--- src/rtl/mem_arbiter.sv ---
// mem_arbiter: round-robin arbiter of NUM_PORTS request channels
// onto the single byte-serial RAM/IO bus.
module mem_arbiter #(
  parameter int NUM_PORTS = 2,
  parameter int PTR_W     = (NUM_PORTS > 1) ? $clog2(NUM_PORTS) : 1
) (
  input  logic                    clk,
  input  logic                    rst,
  input  logic                    rdy,
  input  logic                    clear,
  input  logic [NUM_PORTS-1:0]    p_valid,
  input  logic [NUM_PORTS-1:0]    p_wr,
  input  logic [32*NUM_PORTS-1:0] p_addr,
  input  logic [3*NUM_PORTS-1:0]  p_type,
  input  logic [32*NUM_PORTS-1:0] p_wdata,
  output logic [NUM_PORTS-1:0]    p_ready,
  output logic [31:0]             p_rdata,
  input  logic [7:0]              mem_din,
  output logic [7:0]              mem_dout,
  output logic [31:0]             mem_a,
  output logic                    mem_wr,
  input  logic                    io_buffer_full
);
  typedef enum logic [1:0] {IDLE, XFER, DRAIN, DONE} state_t;

  state_t               state;
  logic [PTR_W-1:0]     last_grant;
  logic [PTR_W-1:0]     cur;
  logic [31:0]          addr;
  logic [31:0]          wdata;
  logic [2:0]           typ;
  logic                 wr;
  logic                 io;
  logic [1:0]           k;
  logic [1:0]           last_k;
  logic [31:0]          res;
  logic [31:0]          a_q;
  logic [31:0]          a_last;
  logic                 wr_q;
  logic [7:0]           dout_q;
  logic [NUM_PORTS-1:0] ready_q;

  logic [NUM_PORTS-1:0] cand;
  logic                 found;
  logic [PTR_W-1:0]     win;
  logic [31:0]          s_addr;
  logic [31:0]          s_wdata;
  logic [2:0]           s_type;
  logic [2:0]           s_typ;
  logic                 s_wr;
  logic                 s_io;
  logic [1:0]           s_last;
  logic [NUM_PORTS-1:0] cur_oh;
  logic [1:0]           nk;
  logic [1:0]           cap_idx;
  logic [7:0]           nbyte;
  logic [31:0]          res_n;
  logic [31:0]          ext;
  logic                 stall;
  logic                 flush;
  logic                 pend;

  // two passes give the rotated priority starting after last_grant
  always_comb begin
    cand  = p_valid & (clear ? p_wr : '1);
    found = 1'b0;
    win   = '0;
    for (int i = 0; i < NUM_PORTS; i++) begin
      if (!found && cand[i] && i > int'(last_grant)) begin
        found = 1'b1;
        win   = PTR_W'(i);
      end
    end
    for (int i = 0; i < NUM_PORTS; i++) begin
      if (!found && cand[i] && i <= int'(last_grant)) begin
        found = 1'b1;
        win   = PTR_W'(i);
      end
    end
  end

  always_comb begin
    s_addr  = '0;
    s_wdata = '0;
    s_type  = '0;
    s_wr    = 1'b0;
    cur_oh  = '0;
    for (int i = 0; i < NUM_PORTS; i++) begin
      if (win == PTR_W'(i)) begin
        s_addr  = p_addr[32*i +: 32];
        s_wdata = p_wdata[32*i +: 32];
        s_type  = p_type[3*i +: 3];
        s_wr    = p_wr[i];
      end
      cur_oh[i] = (cur == PTR_W'(i));
    end
    s_io  = (s_addr[17:16] == 2'b11);
    s_typ = (s_io && !s_wr) ? {s_type[2], 2'b00} : s_type;
    case (s_typ[1:0])
      2'b00:   s_last = 2'd0;
      2'b01:   s_last = 2'd1;
      default: s_last = 2'd3;
    endcase
  end

  always_comb begin
    nk      = k + 2'd1;
    nbyte   = 8'h00;
    cap_idx = (state == DRAIN) ? last_k : k - 2'd1;
    res_n   = res;
    for (int b = 0; b < 4; b++) begin
      if (nk == 2'(b)) nbyte = wdata[8*b +: 8];
      if (cap_idx == 2'(b)) res_n[8*b +: 8] = mem_din;
    end
    case (typ[1:0])
      2'b00:   ext = {{24{typ[2] & res_n[7]}}, res_n[7:0]};
      2'b01:   ext = {{16{typ[2] & res_n[15]}}, res_n[15:0]};
      default: ext = res_n;
    endcase
  end

  assign stall = (state == XFER) && wr && io && io_buffer_full;
  assign flush = clear && !wr;
  assign pend  = !wr && ((state == XFER && k != 2'd0) || state == DRAIN);

  // while frozen, keep the unsampled read's address on the bus
  assign mem_a    = (!rdy && pend) ? a_last : a_q;
  assign mem_wr   = wr_q && rdy && !stall;
  assign mem_dout = mem_wr ? dout_q : 8'h00;
  assign p_ready  = ready_q & {NUM_PORTS{!flush}};

  always_ff @(posedge clk) begin
    if (rst) begin
      state      <= IDLE;
      last_grant <= PTR_W'(NUM_PORTS - 1);
      cur        <= '0;
      addr       <= '0;
      wdata      <= '0;
      typ        <= '0;
      wr         <= 1'b0;
      io         <= 1'b0;
      k          <= 2'd0;
      last_k     <= 2'd0;
      res        <= '0;
      a_q        <= '0;
      a_last     <= '0;
      wr_q       <= 1'b0;
      dout_q     <= 8'h00;
      ready_q    <= '0;
      p_rdata    <= '0;
    end else if (rdy) begin
      ready_q <= '0;
      a_last  <= a_q;
      unique case (state)
        IDLE: begin
          if (found) begin
            state      <= XFER;
            cur        <= win;
            last_grant <= win;
            addr       <= s_addr;
            wdata      <= s_wdata;
            typ        <= s_typ;
            wr         <= s_wr;
            io         <= s_io;
            k          <= 2'd0;
            last_k     <= s_last;
            res        <= '0;
            a_q        <= s_addr;
            wr_q       <= s_wr;
            dout_q     <= s_wr ? s_wdata[7:0] : 8'h00;
          end
        end
        XFER: begin
          if (flush) begin
            state  <= IDLE;
            wr_q   <= 1'b0;
            dout_q <= 8'h00;
          end else if (!stall) begin
            if (!wr && k != 2'd0) res <= res_n;
            if (k == last_k) begin
              wr_q    <= 1'b0;
              dout_q  <= 8'h00;
              state   <= wr ? DONE : DRAIN;
              ready_q <= wr ? cur_oh : '0;
            end else begin
              k      <= nk;
              a_q    <= io ? addr : addr + {30'd0, nk};
              dout_q <= wr ? nbyte : 8'h00;
            end
          end
        end
        DRAIN: begin
          if (flush) begin
            state <= IDLE;
          end else begin
            res     <= res_n;
            p_rdata <= ext;
            ready_q <= cur_oh;
            state   <= DONE;
          end
        end
        DONE: begin
          state <= IDLE;
        end
      endcase
    end
  end
endmodule
--- config.mk ---
export PLATFORM = sky130hd
export DESIGN_NAME = mem_arbiter
export DESIGN_NICKNAME = d
export VERILOG_FILES = /design/src/rtl/mem_arbiter.sv
export SDC_FILE = /design/constraint.sdc
export NUM_CORES = 1
export LEC_CHECK = 0
export ABC_AREA = 0
export CAP_MARGIN = 25
export CORE_MARGIN = 2
export CORE_UTILIZATION = 35
export DETAILED_ROUTE_END_ITERATION = 12
export PLACE_DENSITY_LB_ADDON = 0.08
export SLEW_MARGIN = 20
export SYNTH_ARGS = -nofsm -noshare
export SYNTH_HDL_FRONTEND = slang
export SYNTH_SLANG_ARGS = --single-unit
--- constraint.sdc ---
create_clock -name clk -period 2.9 [get_ports clk]
set_clock_uncertainty 0.15 [all_clocks]
set_input_delay 0.87 -clock clk [delete_from_list [all_inputs] [get_ports clk]]
set_output_delay 0.87 -clock clk [all_outputs]
set_load 0.02 [all_outputs]
==> results of run 1 <==
[sequential cells by signal, summed over array words and instances, names as in the netlist, 3 cells and up]
register  cells
a_last       32
addr         32
a_q          32
typ           3
p_rdata      32
res          32
wdata        32
dout_q        8
[metrics by stage]
step | cell area [um^2] | setup TNS [ps] | setup slack [ps] | cells
after floorplan | 10880 | -3151 | -105.0 | 1250
after global placement | 14120 | -39820 | -705.8 | 1878
after detailed placement | 14120 | -43420 | -760.6 | 1878
after CTS | 15390 | -10640 | -339.5 | 1934
after global routing | 15390 | -12210 | -340.4 | 1935
final | 15390 | -8625 | -254.6 | 1936
[per-layer routing]
layer	vias up	wire length, um	share of wire [%]
met1	4587	16240	50
met3	32	1615	5.0
li1	5006	-	-
met4	0	435	1.3
met2	249	14220	44
met5	-	0	0
[timing repair]
item / in CTS / in global routing
pin swaps: 14 / 11
resized for setup: 318 / 6
cloned: 4 / 0
hold buffers: 0 / 0
buffers inserted: 11 / 5
setup endpoints to repair: 43 / 41
[cell type report]
type                            instances  area (um^2)
Inverter                               15        58.81
Multi-Input combinational cell        922         6228
Antenna cell                            1        2.502
Sequential cell                       216         4329
Clock inverter                         12        128.9
Timing Repair Buffer                  342         3433
Tap cell                              396        495.5
Fill cell                            2959        15200
Clock buffer                           32        711.9
[critical path, stage by stage, from the launching register on]
cell	delay, ps
dfxtp_2	340
inv_2	50
ha_4	160
inv_4	50
nor2_4	30
o21ai_4	220
buf_6	180
buf_16	140
mux2_4	300
buf_6	130
[worst paths after layout]
path	from	slack (ps)	end
max	state[1]	-250	mem_a[16]
min reg2reg	res[19]	300	res[19]
max reg2reg	state[1]	110	p_rdata[18]
min	res[19]	300	res[19]
[cell usage in the layout (no fill, tap or decap), drive strengths merged, types with 12 or more instances in the layout]
cell type        n
a211oi          82
a21oi           79
a22oi           18
and2            18
buf            160
clkbuf          32
clkdlybuf4s50  178
dfxtp          216
inv             15
mux2            76
mux2i           90
nand2          101
nand3           34
nand3b          17
nor2           199
nor3            31
o211ai          16
o21ai           36
xnor2           14
xor2            12
[report_power, final]
| part | internal [uW] | switching [uW] | total (uW) |
|---|---|---|---|
| registers | 3150 | 155 | 3300 |
| clock network | 1910 | 1270 | 3180 |
| logic | 828 | 796 | 1620 |
| total | 5890 | 2220 | 8110 |
[cells by family (layout without fill, tap and decap cells)]
| logic type | after synthesis | in the layout | synth area share [%] |
|---|---|---|---|
| buffers and inverters | 113 | 401 | 5.225 |
| AOI/OAI and AO/OA | 270 | 270 | 16.69 |
| DFF | 216 | 216 | 39.77 |
| and+or+nand+nor | 448 | 449 | 18.66 |
| muxes | 166 | 166 | 16.23 |
| xor gates and xnor gates | 26 | 26 | 2.095 |
| adders and majority gates | 11 | 11 | 1.335 |
| other | 0 | 1 | 0 |
==> results.tsv, run 1 <==
metric	value	unit
outcome	finished with violations	
failing checks	negative setup slack	
measured slew at the worst slew-check pin	656.8	ps
post-synthesis sequential area ratio	39.77	%
Critical Setup Path Class	reg -> out	
I/O pin count	226	
met2 Use GR	30.87	%
Power, Total	8112	uW
met3 Track Usage GR	2.668	%
Hold Slack	295.9	ps
drt initial violations	608	
worst vdd ir	0.3634	mV
hold path depth	2	
P per Cell Area	527.1	nW/um^2
Synth top cells by count	216 x dfxtp_1, 199 x nor2_1, 101 x nand2_1	
Post-route DRC	0	
Synth warnings	0	
vias per cell	5.100	
vias in the first global route	9680	
M1 GR Usage	28.74	%
Final Hold Fails	0	
Tot GR Track Use	19.61	%
first-pass GRT wire length	52510	um
Die Width	180.2	um
Area Overhead vs Synth	41.55	%
FF+latch count, synth	216	
minimum clock period	3155	ps
Slew Limit Headroom	56.22	%
Post-Syn Area	10870	um^2
total CTS buffers	25	
die span in y	180.2	um
# rows	64	
leading cell type by number of instances after synthesis	dfxtp_1	
nets	1684	
Hold Path Class	reg -> reg	
Synth top area share	39.77	%
antenna violations before repair	0	
CP required	1880	ps
worst-path fanout max	6	
worst setup slack after layout	-254.6	ps
clk_lat worst skew	520	ps
top cells by area, synth	dfxtp_1 40%, mux2i_1 8.3%, mux2_2 7.7%	
Lkg Pwr	0.006086	uW
Critical Path AT	2130	ps
root buf cell	clkbuf_16	
first drt pass iteration count	4	
H-Tree Depth	1	
Syn Nets	1412	
Longest Clk Path Bufs	3	
wire per inst	16.79	um
Initial Util	35.54	%
Post-Syn Instances	1250	
grt peak-use layer	met2	
clock sinks	216	
Placeable Area	30590	um^2
Syn Area/Cell	8.697	um^2
DIE AREA	32490	um^2
GP Congestion	0.7975	
Unique masters post-synth	59	
routed wire length	32520	um
final setup violation count	41	
largest net degree at the start of global routing	103	
Synth area leader	dfxtp_1	
highest clock rate	317.0	MHz
Post-synth ARST share	0	%
Post-synth EDFFs	0	
Vias	9874	
Max Slew Vio Count	0	
CP Launch Type	flip-flop	
CP Capture Type	primary output	
RSZ-0062 raised after global routing	true	
count of input and output buffers	225	
Max Cap Viol	0	
CTS clk-pin slew, worst paths	60	ps
CTS tree	built	
Antenna Violating Nets Remaining	0	
share of layout cells above drive strength 1	20.34	%
GRT overflow	0	
FF-to-FF path depth	11	
final core occ	50.31	%
post-route clock period utilization	108.8	%
top_reg_cell synth	dfxtp_1	
hpwl dp	23230	um
(Power assumes the default switching activity.)
==> run 2: changes to the inputs <==
- CTS_BUF_LIST: unset -> sky130_fd_sc_hd__clkbuf_8
==> run 2 against run 1 <==
Against the previous run:
- the run still ends with negative setup slack left
- critical path depth stayed put
- fmax hardly changed
- core utilization is 0.086 points lower
- cell count is 1.4% higher
- wire length is 0.16% higher
- combinational power hardly changed
- critical endpoint unchanged
- largest power group unchanged
==> results.tsv, run 2 (same netlist as run 1, synthesis figures left out) <==
metric	value	unit
I/O pin count	226	
clk_lat worst skew	540	ps
Switching Share	28.47	%
GP Congestion	0.7975	
Internal	5606	uW
design area	15360	um^2
hold path depth	2	
die span in y	180.2	um
P per Cell Area	510.1	nW/um^2
Final Hold Fails	0	
final setup violation count	41	
H-Tree Depth	2	
Critical Path AT	2140	ps
post-route clock period utilization	108.8	%
Power, Total	7837	uW
CP required	1880	ps
Post-route DRC	0	
first-pass GRT wire length	52920	um
vias per cell	5.071	
GRT overflow	0	
power share of the combinational group	20.7	%
outcome	finished with violations	
total CTS buffers	40	
part of the power in registers	42.2	%
Vias	9960	
Max Cap Viol	0	
Worst R2R Start	state[0]	
Lkg Pwr	0.006144	uW
TNS Setup	-8024	ps
most frequent cells in the layout	214 x dfxtp_1, 197 x nor2_1, 178 x clkdlybuf4s50_1, 101 x nand2_1, 94 x buf_4	
minimum clock period	3156	ps
hold buffer count at CTS	0	
RSZ-0062 raised after global routing	true	
clock sinks	216	
FF-to-FF path depth	11	
count of input and output buffers	225	
Max Slew Vio Count	0	
wire per inst	16.58	um
multi-input logic area	6231	um^2
min-delay src	res[17]	
CTS clk-pin slew, worst paths	60	ps
Critical Setup Path Class	reg -> out	
Register Area	4329	um^2
Tot GR Track Use	19.90	%
CTS tree	built	
part of the power in the clock network	37.2	%
Area Overhead vs Synth	41.30	%
measured slew at the worst slew-check pin	652.5	ps
drt initial violations	507	
antenna violations before repair	0	
failing checks	negative setup slack	
# rows	64	
most common cell after layout, fill and taps aside	dfxtp_1	
Die Width	180.2	um
cell area after placement	14120	um^2
post-place setup slack	-760.6	ps
first drt pass iteration count	6	
Slew Limit Headroom	56.50	%
CP Capture Type	primary output	
worst-path fanout max	6	
DIE AREA	32490	um^2
Antenna Violating Nets Remaining	0	
Post-Layout Cell Count	1964	
Longest Clk Path Bufs	3	
Placeable Area	30590	um^2
P_sw	2231	uW
largest net degree at the start of global routing	103	
share of layout cells above drive strength 1	21.06	%
root buf cell	clkbuf_8	
Hold Path Class	reg -> reg	
Initial Util	35.54	%
vias in the first global route	9819	
CP Launch Type	flip-flop	
highest clock rate	316.9	MHz
worst setup slack after layout	-255.8	ps
crit path from	state[1]	
routed wire length	32570	um
dpl cells	1878	
worst vdd ir	0.2215	mV
nets	1700	
fill cell count	2987	
hpwl dp	23230	um
run 2: cell types whose count changed in the layout (fill, tap and decap cells not counted), moves of 2 or more:
cell,delta
bufinv_16,-2
clkbuf_16,-25
clkbuf_8,+47
clkinv_4,-2
inv_1,+13
run 2: power by group through the flow:
| stage | logic, uW | clock network, uW | registers (uW) |
|---|---|---|---|
| detailed placement | 1560 | 0 | 3360 |
| finish | 1620 | 2910 | 3300 |
| CTS | 1640 | 3020 | 3300 |
| floorplan | 879 | 0 | 3310 |
| global route | 1770 | 3140 | 3330 |
| global placement | 1550 | 0 | 3360 |
run 2: final timing paths:
| path | to | slack (ps) |
|---|---|---|
| worst min register to register | res[17] | 300 |
| worst max-delay path | mem_a[16] | -260 |
| worst max register to register | p_rdata[18] | 130 |
| worst min-delay path | res[17] | 300 |
run 2: cell type report:
| class | count | share of cell area, % |
|---|---|---|
| Multi-Input combinational cell | 922 | 40.56 |
| Sequential cell | 216 | 28.18 |
| Timing Repair Buffer | 343 | 22.37 |
| Clock buffer | 53 | 4.748 |
| Tap cell | 396 | 3.225 |
| Clock inverter | 18 | 0.5131 |
| Inverter | 15 | 0.3828 |
| Antenna cell | 1 | 0.01629 |
run 2: through the flow:
stage / utilization (%) / hold WS, ps
after floorplan: - / 279.5
after global placement: 46.17 / 285.1
after detailed placement: 46.17 / 290.9
after CTS: 50.24 / 299.1
after global routing: 50.21 / 320.7
final: 50.22 / 295.4
run 2: worst max-delay path, cell delays in order, from the launching register on:
cell and delay [ps]:
dfxtp_2 340, inv_2 50, ha_4 160, inv_4 50, nor2_4 30, o21ai_4 220
buf_6 180, buf_16 130, mux2_4 300, buf_6 130
run 2: per-layer routing:
metal / global-route usage, % / vias up / wire length, um
li1: - / 5048 / -
met1: 28.64 / 4600 / 16030
met2: 30.96 / 273 / 14210
met3: 3.496 / 39 / 1803
met4: 4.613 / 0 / 515
met5: 0 / - / 0
run 2: repair_timing:
action / CTS / global route
setup endpoints to repair: 43 / 41
cloned: 4 / 0
pin swaps: 14 / 11
resized for setup: 317 / 7
buffers inserted: 13 / 4
==> run 3: changes to the inputs <==
- CTS_CLUSTER_DIAMETER: unset -> 120
==> results of run 3 <==
No change in the layout: final DEF, timing and power equal those of run 2.
